[config.mk]
export PLATFORM = sky130hd
export DESIGN_NAME = seg7_to_bin
export DESIGN_NICKNAME = d
export VERILOG_FILES = /design/src/rtl/seg7_to_bin.sv
export SDC_FILE = /design/constraint.sdc
export NUM_CORES = 1
export LEC_CHECK = 0
export BUFFER_PORTS_ARGS = -buffer_cell sky130_fd_sc_hd__buf_2
export CAP_MARGIN = 20
export CORE_MARGIN = 5
export CORE_UTILIZATION = 25
export DETAILED_ROUTE_END_ITERATION = 6
export PLACE_DENSITY = 0.53
export SYNTH_ARGS = -nofsm -noshare
export SYNTH_HDL_FRONTEND = slang
export SYNTH_SLANG_ARGS = --single-unit
[constraint.sdc]
create_clock -name clk -period 2.28 [get_ports clk]
set_input_delay 0.228 -clock clk [delete_from_list [all_inputs] [get_ports clk]]
set_output_delay 0.228 -clock clk [all_outputs]
set_load 0.05 [all_outputs]
[src/rtl/seg7_to_bin.sv]
// seg7_to_bin: recovers {nibble1,nibble0} from two active-low 7-seg codes once both are stable for STABLE_CYCLES; result held until out_ready.
// Latency STABLE_CYCLES edges after capture (+2 with SEG7_SYNC_EN, which adds a 2-flop input synchronizer).
module seg7_to_bin #(
  parameter int unsigned STABLE_CYCLES = 4
) (
  input  logic       clk,
  input  logic       rst_n,
  input  logic [7:0] seg0_in,
  input  logic [7:0] seg1_in,
  input  logic       out_ready,
  output logic [7:0] bin_out,
  output logic       out_valid,
  output logic       out_err
);

  typedef enum logic [1:0] {WAIT_CHG, SETTLE, HOLD} state_t;

  localparam logic [7:0] LAST_CNT = 8'(STABLE_CYCLES - 1);
  localparam logic [6:0] BLANK    = 7'h7F;

  logic [7:0] seg0_s, seg1_s;

`ifdef SEG7_SYNC_EN
  logic [7:0] seg0_m_q, seg0_s_q, seg1_m_q, seg1_s_q;

  always_ff @(posedge clk or negedge rst_n) begin
    if (!rst_n) begin
      seg0_m_q <= 8'hFF;
      seg0_s_q <= 8'hFF;
      seg1_m_q <= 8'hFF;
      seg1_s_q <= 8'hFF;
    end else begin
      seg0_m_q <= seg0_in;
      seg0_s_q <= seg0_m_q;
      seg1_m_q <= seg1_in;
      seg1_s_q <= seg1_m_q;
    end
  end

  assign seg0_s = seg0_s_q;
  assign seg1_s = seg1_s_q;
`else
  assign seg0_s = seg0_in;
  assign seg1_s = seg1_in;
`endif

  state_t     state_q;
  logic [7:0] snap0_q, snap1_q, cnt_q;
  logic [7:0] bin_q;
  logic       vld_q, err_q;

  // Returns {legal, nibble}; illegal glyphs decode to nibble 0.
  function automatic logic [4:0] dec(input logic [6:0] s);
    case (s)
      7'h40:   dec = 5'h10;
      7'h79:   dec = 5'h11;
      7'h24:   dec = 5'h12;
      7'h30:   dec = 5'h13;
      7'h19:   dec = 5'h14;
      7'h12:   dec = 5'h15;
      7'h02:   dec = 5'h16;
      7'h78:   dec = 5'h17;
      7'h00:   dec = 5'h18;
      7'h10:   dec = 5'h19;
      7'h08:   dec = 5'h1A;
      7'h03:   dec = 5'h1B;
      7'h46:   dec = 5'h1C;
      7'h21:   dec = 5'h1D;
      7'h06:   dec = 5'h1E;
      7'h0E:   dec = 5'h1F;
      default: dec = 5'h00;
    endcase
  endfunction

  logic [4:0] dec0, dec1;
  logic       chg, blank, unused_dp;

  assign dec0      = dec(snap0_q[6:0]);
  assign dec1      = dec(snap1_q[6:0]);
  assign chg       = (seg0_s[6:0] != snap0_q[6:0]) || (seg1_s[6:0] != snap1_q[6:0]);
  assign blank     = (snap0_q[6:0] == BLANK) && (snap1_q[6:0] == BLANK);
  assign unused_dp = snap0_q[7] ^ snap1_q[7];

  always_ff @(posedge clk or negedge rst_n) begin
    if (!rst_n) begin
      state_q <= WAIT_CHG;
      snap0_q <= 8'hFF;
      snap1_q <= 8'hFF;
      cnt_q   <= 8'd0;
      bin_q   <= 8'd0;
      vld_q   <= 1'b0;
      err_q   <= 1'b0;
    end else begin
      case (state_q)
        WAIT_CHG: begin
          if (chg) begin
            snap0_q <= seg0_s;
            snap1_q <= seg1_s;
            cnt_q   <= 8'd0;
            state_q <= SETTLE;
          end
        end
        SETTLE: begin
          if (chg) begin
            snap0_q <= seg0_s;
            snap1_q <= seg1_s;
            cnt_q   <= 8'd0;
          end else if (cnt_q == LAST_CNT) begin
            if (blank) begin
              state_q <= WAIT_CHG;
            end else begin
              bin_q   <= {dec1[3:0], dec0[3:0]};
              err_q   <= ~(dec1[4] & dec0[4]);
              vld_q   <= 1'b1;
              state_q <= HOLD;
            end
          end else begin
            cnt_q <= cnt_q + 8'd1;
          end
        end
        HOLD: begin
          // Inputs are ignored until the consumer takes the result.
          if (vld_q && out_ready) begin
            vld_q <= 1'b0;
            err_q <= 1'b0;
            if (chg) begin
              snap0_q <= seg0_s;
              snap1_q <= seg1_s;
              cnt_q   <= 8'd0;
              state_q <= SETTLE;
            end else begin
              state_q <= WAIT_CHG;
            end
          end
        end
        default: state_q <= WAIT_CHG;
      endcase
    end
  end

  assign bin_out   = bin_q;
  assign out_valid = vld_q;
  assign out_err   = err_q;

endmodule

==> metrics, run 1 <==
status=finished, final reports clean; Leak=1.09 nW; Worst-Margin Slew=0.765 ns; critical path peak fanout=16; post-synthesis async set-or-reset flop share=100%; Synth Flop Type=dfrtp_1; Setup TNS Final=0 ns; Slew HR=49.0%; H-tree depth=2; fin crit share=92.1%; largest net degree at the start of global routing=35; Pwr Density=480 nW/um2; hold_buf cts=0; clk buf depth=2; DP HPWL=4110 um; clock latency on the worst-skew pair=0.29 ns; synth warn=0; most common cell in the netlist=nand2_1; DIE AREA=11,400 um2; num rows=35; CP startpoint kind=flip-flop; antenna cells=0; critical path class=reg2reg; Avg Cell Area, Syn=8.91 um2; Cell Int Power=0.000939 W; EDFF count, synth=0; post-layout util=29.4%; vias in the first global route=1,908; Synth-to-Final Area Change=15.1%; CP bufs+invs=1; drt via density=5.07; cell count after synthesis=262; CTS tree=built; Comb power frac=12.1%; fin crit period=2.10 ns; Pre-Repair DR Iteration Count=4; Net count, final=303; dominant cell type by area after synthesis=dfrtp_1; DRT antenna net count=0; WL final=5570 um; GR Util All Layers=10.3%; CP max stage cell=dfstp_2; fin. max-slew vios=0; clock sinks=34; maxcap violations=0; root buffer cell=clkbuf_8; WL/cell=14.1 um; initial antenna violation count=0; Vias=2,003; Setup Viol. Count Final=0; drt drc=0; Req. time, crit path=2.49 ns; cells along the critical path=xor2_1 > nor4_2 > nand4_1 > nand2_2 > buf_12 > mux2_2; initial core utilization=25.5%; Clk network pwr share=36.4%; post-synthesis register bit count=34; IO Port Bufs=26; Max Clock Skew=0.0103 ns; gr ovfl total=0; synth top area cells=dfrtp_1 (21%), dfstp_2 (16%), xor2_1 (5.6%); RSZ-0062 raised after global routing=false; Worst Hold Class=in2async; Ports=29; Sw Pwr=0.000350 W; initial DRC count=193; sequential share of power=51.4%; Final Hold Fails=0; sequential-to-total area share from yosys stat=37.2%; Max rail drop VDD=0.226 mV; cell family with most CP delay=flip-flops; synthesized cell area=2330 um2; GP Congestion=0.791; core area=9150 um2; Post-synth top cells=nand2_1 (24), dfrtp_1 (20), a31oi_1 (16), nor2_1 (16), xor2_1 (15); Die Span Y=107 um; Slowest Stage Delay on Critical Path=0.71 ns; crit path capture type=flip-flop; Clock transition at path regs=0.08 ns; global-route wire length before repair=9490 um; Mapped Nets=282; Die X=107 um; area of placed instances=2580 um2; f_max=476 MHz; post-synth cell types=56; layout cell share with drive strength beyond 1=26.1%; Num CTS Buffers=5; Synth top area share=21.4%; critical path arrival=2.31 ns; Design Area, Final=2690 um2; switching share of power=27.1%
[cell type report]
type	count	area (um2)
Clock buffer	6	82.6
Clock inverter	2	12.5
Fill cell	960	6470
Inverter	7	26.3
Multi-Input combinational cell	198	1330
Sequential cell	34	868
Tap cell	111	139
Timing Repair Buffer	37	225
[placed cells by master, fill, tap and decap left out, drive strengths merged, types with 7 or more instances in the layout]
cell / instances
inv: 7
buf: 37
dfrtp: 20
dfstp: 14
nand2: 26
mux2: 16
a21oi: 13
nand2b: 7
nand3: 11
xor2: 15
a31oi: 16
o21ai: 13
nor3: 9
nor2: 16
[repair_timing]
item                       4_1_cts  5_1_grt
setup buffers                    0        0
resized for setup                0        1
setup endpoints to repair        0        1
[metrics by stage]
stage | instances | total power [W] | hold slack (ns) | setup slack, ns
3_5_place_dp | 387 | 0.000830 | 0.360 | 0.179
2_1_floorplan | 262 | 0.000768 | -0.0676 | 0.361
3_3_place_gp | 387 | 0.000827 | 0.352 | 0.213
5_1_grt | 395 | 0.00136 | 0.0821 | 0.00261
4_1_cts | 395 | 0.00132 | 0.0418 | 0.164
6_report | 395 | 0.00129 | 0.00509 | 0.179
[power groups by stage]
stage          clock [W]  sequential (W)  combinational (W)
6_report        0.000470        0.000663           0.000156
5_1_grt         0.000517        0.000667           0.000178
4_1_cts         0.000496        0.000662           0.000159
3_5_place_dp           0        0.000672           0.000158
3_3_place_gp           0        0.000672           0.000155
2_1_floorplan          0        0.000645           0.000124
[path summary, 6_finish.rpt]
| kind | start | to | slack (ns) | depth (start not counted) |
|---|---|---|---|---|
| worst max-delay path | snap1_q[6] | snap0_q[3] | 0.18 | 6 |
| worst min-delay path | rst_n | cnt_q[0] | 0.005 | 1 |
| worst max register to register | snap1_q[6] | snap0_q[3] | 0.18 | 6 |
| worst min register to register | bin_out[4] | bin_out[4] | 0.48 | 2 |
| max in group asynchronous | rst_n | cnt_q[3] | 1.79 | 1 |
| min in group clk | seg0_in[5] | snap0_q[5] | 0.18 | 2 |
[registers in the layout, summed over array words and instances (netlist names)]
signal     count
bin_out        8
cnt_q          8
snap0_q        7
snap1_q        7
state_q        2
out_err        1
out_valid      1
[cell families after synthesis]
family,synth area share (%)
AND/OR/NAND/NOR,25.1
AO/OA/AOI/OAI,16.3
flip-flops,37.2
buffers and inverters,5.95
XOR/XNOR,6.38
multiplexers,8.47
adder cells (fa/ha/maj),0.536
[per-layer routing]
layer	wire length [um]	up-vias	GRT usage (%)	share of wire (%)
li1	-	1000	-	-
met1	2750	950	14.7	49
met2	2400	47	15.2	43
met3	354	6	2.95	6.4
met4	64	0	3.01	1.1
met5	0	-	0	0
Power figures use the tool's default switching activity.
==> run 2: changes to the inputs <==
SETUP_SLACK_MARGIN = 0.2   (was not set)
==> metrics, run 2 (synthesis gave the netlist of run 1 again) <==
status=finished, final reports clean; WL/cell=14.2 um; gr ovfl total=0; sequential share of power=50.0%; Synth-to-Final Area Change=20.6%; IO Port Bufs=26; critical path arrival=2.14 ns; CP startpoint kind=flip-flop; crit path capture type=flip-flop; RSZ-0062 raised after global routing=true; fin. max-slew vios=0; Ports=29; drt drc=0; Max Clock Skew=0.0104 ns; hold_buf cts=0; H-tree depth=2; CP bufs+invs=1; Worst-Margin Slew=0.774 ns; GR Util All Layers=10.6%; Leak=1.15 nW; WL final=5760 um; Die X=107 um; fin crit period=1.96 ns; Net count, final=314; core area=9150 um2; fillers=949; Comb power frac=14.0%; Pwr Density=466 nW/um2; Clk network pwr share=36.1%; root buffer cell=clkbuf_8; CP max stage cell=dfstp_2; Setup TNS Final=0 ns; critical path peak fanout=4; cell family with most CP delay=simple AND/OR/NAND/NOR gates; Req. time, crit path=2.46 ns; Die Span Y=107 um; layout cell share with drive strength beyond 1=30.5%; Setup Viol. Count Final=0; antenna cells=0; largest net degree at the start of global routing=35; Max rail drop VDD=0.231 mV; most frequent cells in the layout=buf_2 (26), nand2_1 (24), buf_4 (21); maxcap violations=0; clock sinks=34; Num CTS Buffers=5; GP Congestion=0.791; Vias=2,058; num rows=35; initial core utilization=25.5%; drt via density=5.07; f_max=511 MHz; switching share of power=27.3%; critical path class=reg2reg; cells along the critical path=buf_4 > or3b_2 > nor4_1 > a21oi_1 > o41a_1 > a31oi_1 > o21ai_1; hold slack=0.00568 ns; Slowest Stage Delay on Critical Path=0.54 ns; Worst Hold Class=in2async; fin crit share=85.8%; clock latency on the worst-skew pair=0.29 ns; initial antenna violation count=0; DRT antenna net count=0; Final Hold Fails=0; DP HPWL=4110 um; vias in the first global route=1,943; Slew HR=48.4%; Sw Pwr=0.000358 W; most common cell after layout, fill and taps aside=buf_2; Clock transition at path regs=0.08 ns; global-route wire length before repair=9670 um; clk buf depth=2; initial DRC count=153; DIE AREA=11,400 um2; CTS tree=built; Pre-Repair DR Iteration Count=4; Cell Int Power=0.000953 W
-- run 2: metal layers --
| metal | vias up | wire length, um | track usage, % |
|---|---|---|---|
| met2 | 58 | 2510 | 15.6 |
| met1 | 973 | 2790 | 14.9 |
| li1 | 1021 | - | - |
| met4 | 0 | 76 | 3.38 |
| met5 | - | 0 | 0 |
| met3 | 6 | 375 | 2.95 |
-- run 2: worst reg2reg max path, delay by kind of cell, from the launching register on --
family | cells | cell delay (ns)
compound gates | 4 | 0.55
buf+inv | 1 | 0.14
flops | 1 | 0.54
simple gates | 2 | 0.63
-- run 2: final cells by class --
type | instances | area [um2] | area share, %
Clock buffer | 6 | 82.6 | 2.93
Inverter | 7 | 26.3 | 0.934
Tap cell | 111 | 139 | 4.94
Clock inverter | 2 | 12.5 | 0.445
Timing Repair Buffer | 48 | 308 | 10.9
Multi-Input combinational cell | 198 | 1370 | 48.7
Sequential cell | 34 | 876 | 31.1
-- run 2: repair_timing --
action                                  4_1_cts  5_1_grt
endpoints found under the hold margin         0        0
pin swaps                                     1        1
endpoints found under the setup margin       16       27
gates resized for setup                       1        9
buffers inserted                              6        5
-- run 2: power by group through the flow --
stage          clock network, W  registers, W  logic (W)
4_1_cts                0.000496      0.000655   0.000175
5_1_grt                0.000517      0.000658   0.000206
3_5_place_dp                  0      0.000672   0.000158
3_3_place_gp                  0      0.000672   0.000155
2_1_floorplan                 0      0.000645   0.000124
6_report               0.000473      0.000655   0.000183
-- run 2: path summary, 6_finish.rpt --
check                           start          to  slack, ns  cells past startpoint
hold / removal                  rst_n    cnt_q[0]      0.006                      1
min in group clk           seg0_in[5]  snap0_q[5]       0.18                      2
setup reg to reg           snap0_q[0]     out_err       0.32                      7
hold reg to reg            bin_out[4]  bin_out[4]       0.48                      2
max in group asynchronous       rst_n    cnt_q[3]       1.79                      1
setup / recovery           snap0_q[0]     out_err       0.32                      7
-- run 2: through the flow --
stage	std cells	util [%]	worst slack, ns	power [W]	area [um2]
floorplan	262	-	0.361	0.000768	2330
global placement	387	28.2	0.213	0.000827	2580
detailed placement	387	28.2	0.179	0.000830	2580
CTS	401	29.8	0.237	0.00133	2730
global route	406	30.7	0.183	0.00138	2810
finish	406	30.7	0.323	0.00131	2810
==> run 3: changes to the inputs <==
GPL_TIMING_DRIVEN = 0   (was not set)
SETUP_SLACK_MARGIN = 0.5   (was 0.2)
==> metrics, run 3 (synthesis gave the netlist of run 1 again) <==
Synth-to-Final Area Change=42.5%; Req. time, crit path=2.50 ns; Final Hold Fails=0; initial core utilization=25.5%; fin crit period=1.99 ns; Die Span Y=107 um; placed insts=399; reg2reg start=snap1_q[6]; most common cell after layout, fill and taps aside=buf_2; DRT antenna net count=0; Clock transition at path regs=0.08 ns; Cell Count, Final, Fillers Out=432; drt drc=0; f_max=502 MHz; Slew HR=45.8%; FF+latch area=868 um2; GR Util All Layers=11.9%; Max Clock Skew=0.00775 ns; Ports=29; most frequent cells in the layout=buf_2 (27), buf_4 (21), nand2_1 (20), dfrtp_1 (20), mux2_4 (16); crit path capture type=flip-flop; num rows=35; maxcap violations=0; antenna cells=0; clock sinks=34; Vias=2,158; Setup Viol. Count Final=0; Worst-Margin Slew=0.813 ns; IO Port Bufs=26; fillers=917; Worst Hold Class=in2async; WL final=6690 um; reg2reg end=snap0_q[1]; post-layout util=36.3%; fin crit share=87.4%; vias in the first global route=2,011; critical path peak fanout=4; reg2reg path depth=8; DP HPWL=4390 um; Leak=1.35 nW; clock latency on the worst-skew pair=0.29 ns; Setup TNS Final=0 ns; Design Area, Final=3330 um2; Pwr Density=417 nW/um2; critical path class=reg2reg; largest net degree at the start of global routing=35; Max rail drop VDD=0.213 mV; Pre-Repair DR Iteration Count=5; Num CTS Buffers=5; root buffer cell=clkbuf_8; status=finished, final reports clean; RSZ-0062 raised after global routing=true; WL/cell=15.5 um; critical path arrival=2.21 ns; multi-input combinational cell area=1640 um2; DIE AREA=11,400 um2; Net count, final=340; Die X=107 um; layout cell share with drive strength beyond 1=44.9%; hold_buf cts=0; Reg2Reg Setup Slack=0.29 ns; core area=9150 um2; global-route wire length before repair=10,800 um; initial DRC count=129; H-tree depth=2; fin. max-slew vios=0; area of placed instances=2690 um2; drt via density=5.00; CP startpoint kind=flip-flop; GP Congestion=0.874; initial antenna violation count=0; gr ovfl total=0; CTS tree=built; clk buf depth=2
## run 3: worst max-delay path by stage
stage	start	end	slack [ns]	depth (start not counted)
finish	snap1_q[6]	snap0_q[1]	0.29	8
global route	snap1_q[6]	snap0_q[1]	0.18	8
CTS	snap1_q[4]	cnt_q[3]	0.26	9
detailed placement	snap0_q[4]	snap0_q[5]	0.10	7
global placement	snap0_q[4]	snap1_q[1]	0.12	7
floorplan	snap0_q[4]	snap0_q[4]	0.45	7
## run 3: repair_timing
item / 4_1_cts / 5_1_grt
setup buffers: 15 / 7
pin swaps: 14 / 5
endpoints found under the setup margin: 34 / 34
gates resized for setup: 46 / 26
gates cloned: 3 / 0
## run 3: power breakdown
part | leakage (nW) | internal [W] | total [W] | switching (W)
Combinational | 0.888 | 0.000114 | 0.000261 | 0.000147
Sequential | 0.416 | 0.000626 | 0.000638 | 0.0000122
Clock | 0.0482 | 0.000244 | 0.000489 | 0.000244
## run 3: final cells by class
| class | count | share of cell area (%) |
|---|---|---|
| buffer | 23 | 5.94 |
| clock buffer | 7 | 2.60 |
| clock inverter | 1 | 0.150 |
| inverter | 7 | 0.790 |
| multi-input combinational | 199 | 49.4 |
| sequential | 34 | 26.1 |
| tap | 111 | 4.18 |
| timing repair buffer | 50 | 10.9 |
## run 3: routing by layer
layer	track usage (%)	up-vias	part of all wire, %
met4	3.56	0	1.3
li1	-	1074	-
met5	0	-	0
met1	17.1	1032	49
met3	2.23	9	3.4
met2	18.0	43	46
## run 3: metrics by stage
step	hold slack [ns]	total power, W	setup WS [ns]
global route	0.0954	0.00145	0.182
floorplan	-0.0676	0.000781	0.447
finish	0.0277	0.00139	0.287
global placement	0.367	0.000847	0.122
detailed placement	0.385	0.000849	0.104
CTS	0.0670	0.00136	0.256
## run 3: worst max-delay path, cell delays in order (launching register included)
cell and delay, ns:
dfstp_2 0.54, buf_8 0.11, xor2_4 0.07, nor4_4 0.31, nand4_1 0.18, buf_4 0.20, nand2_8 0.08, buf_6 0.14
mux2_4 0.30
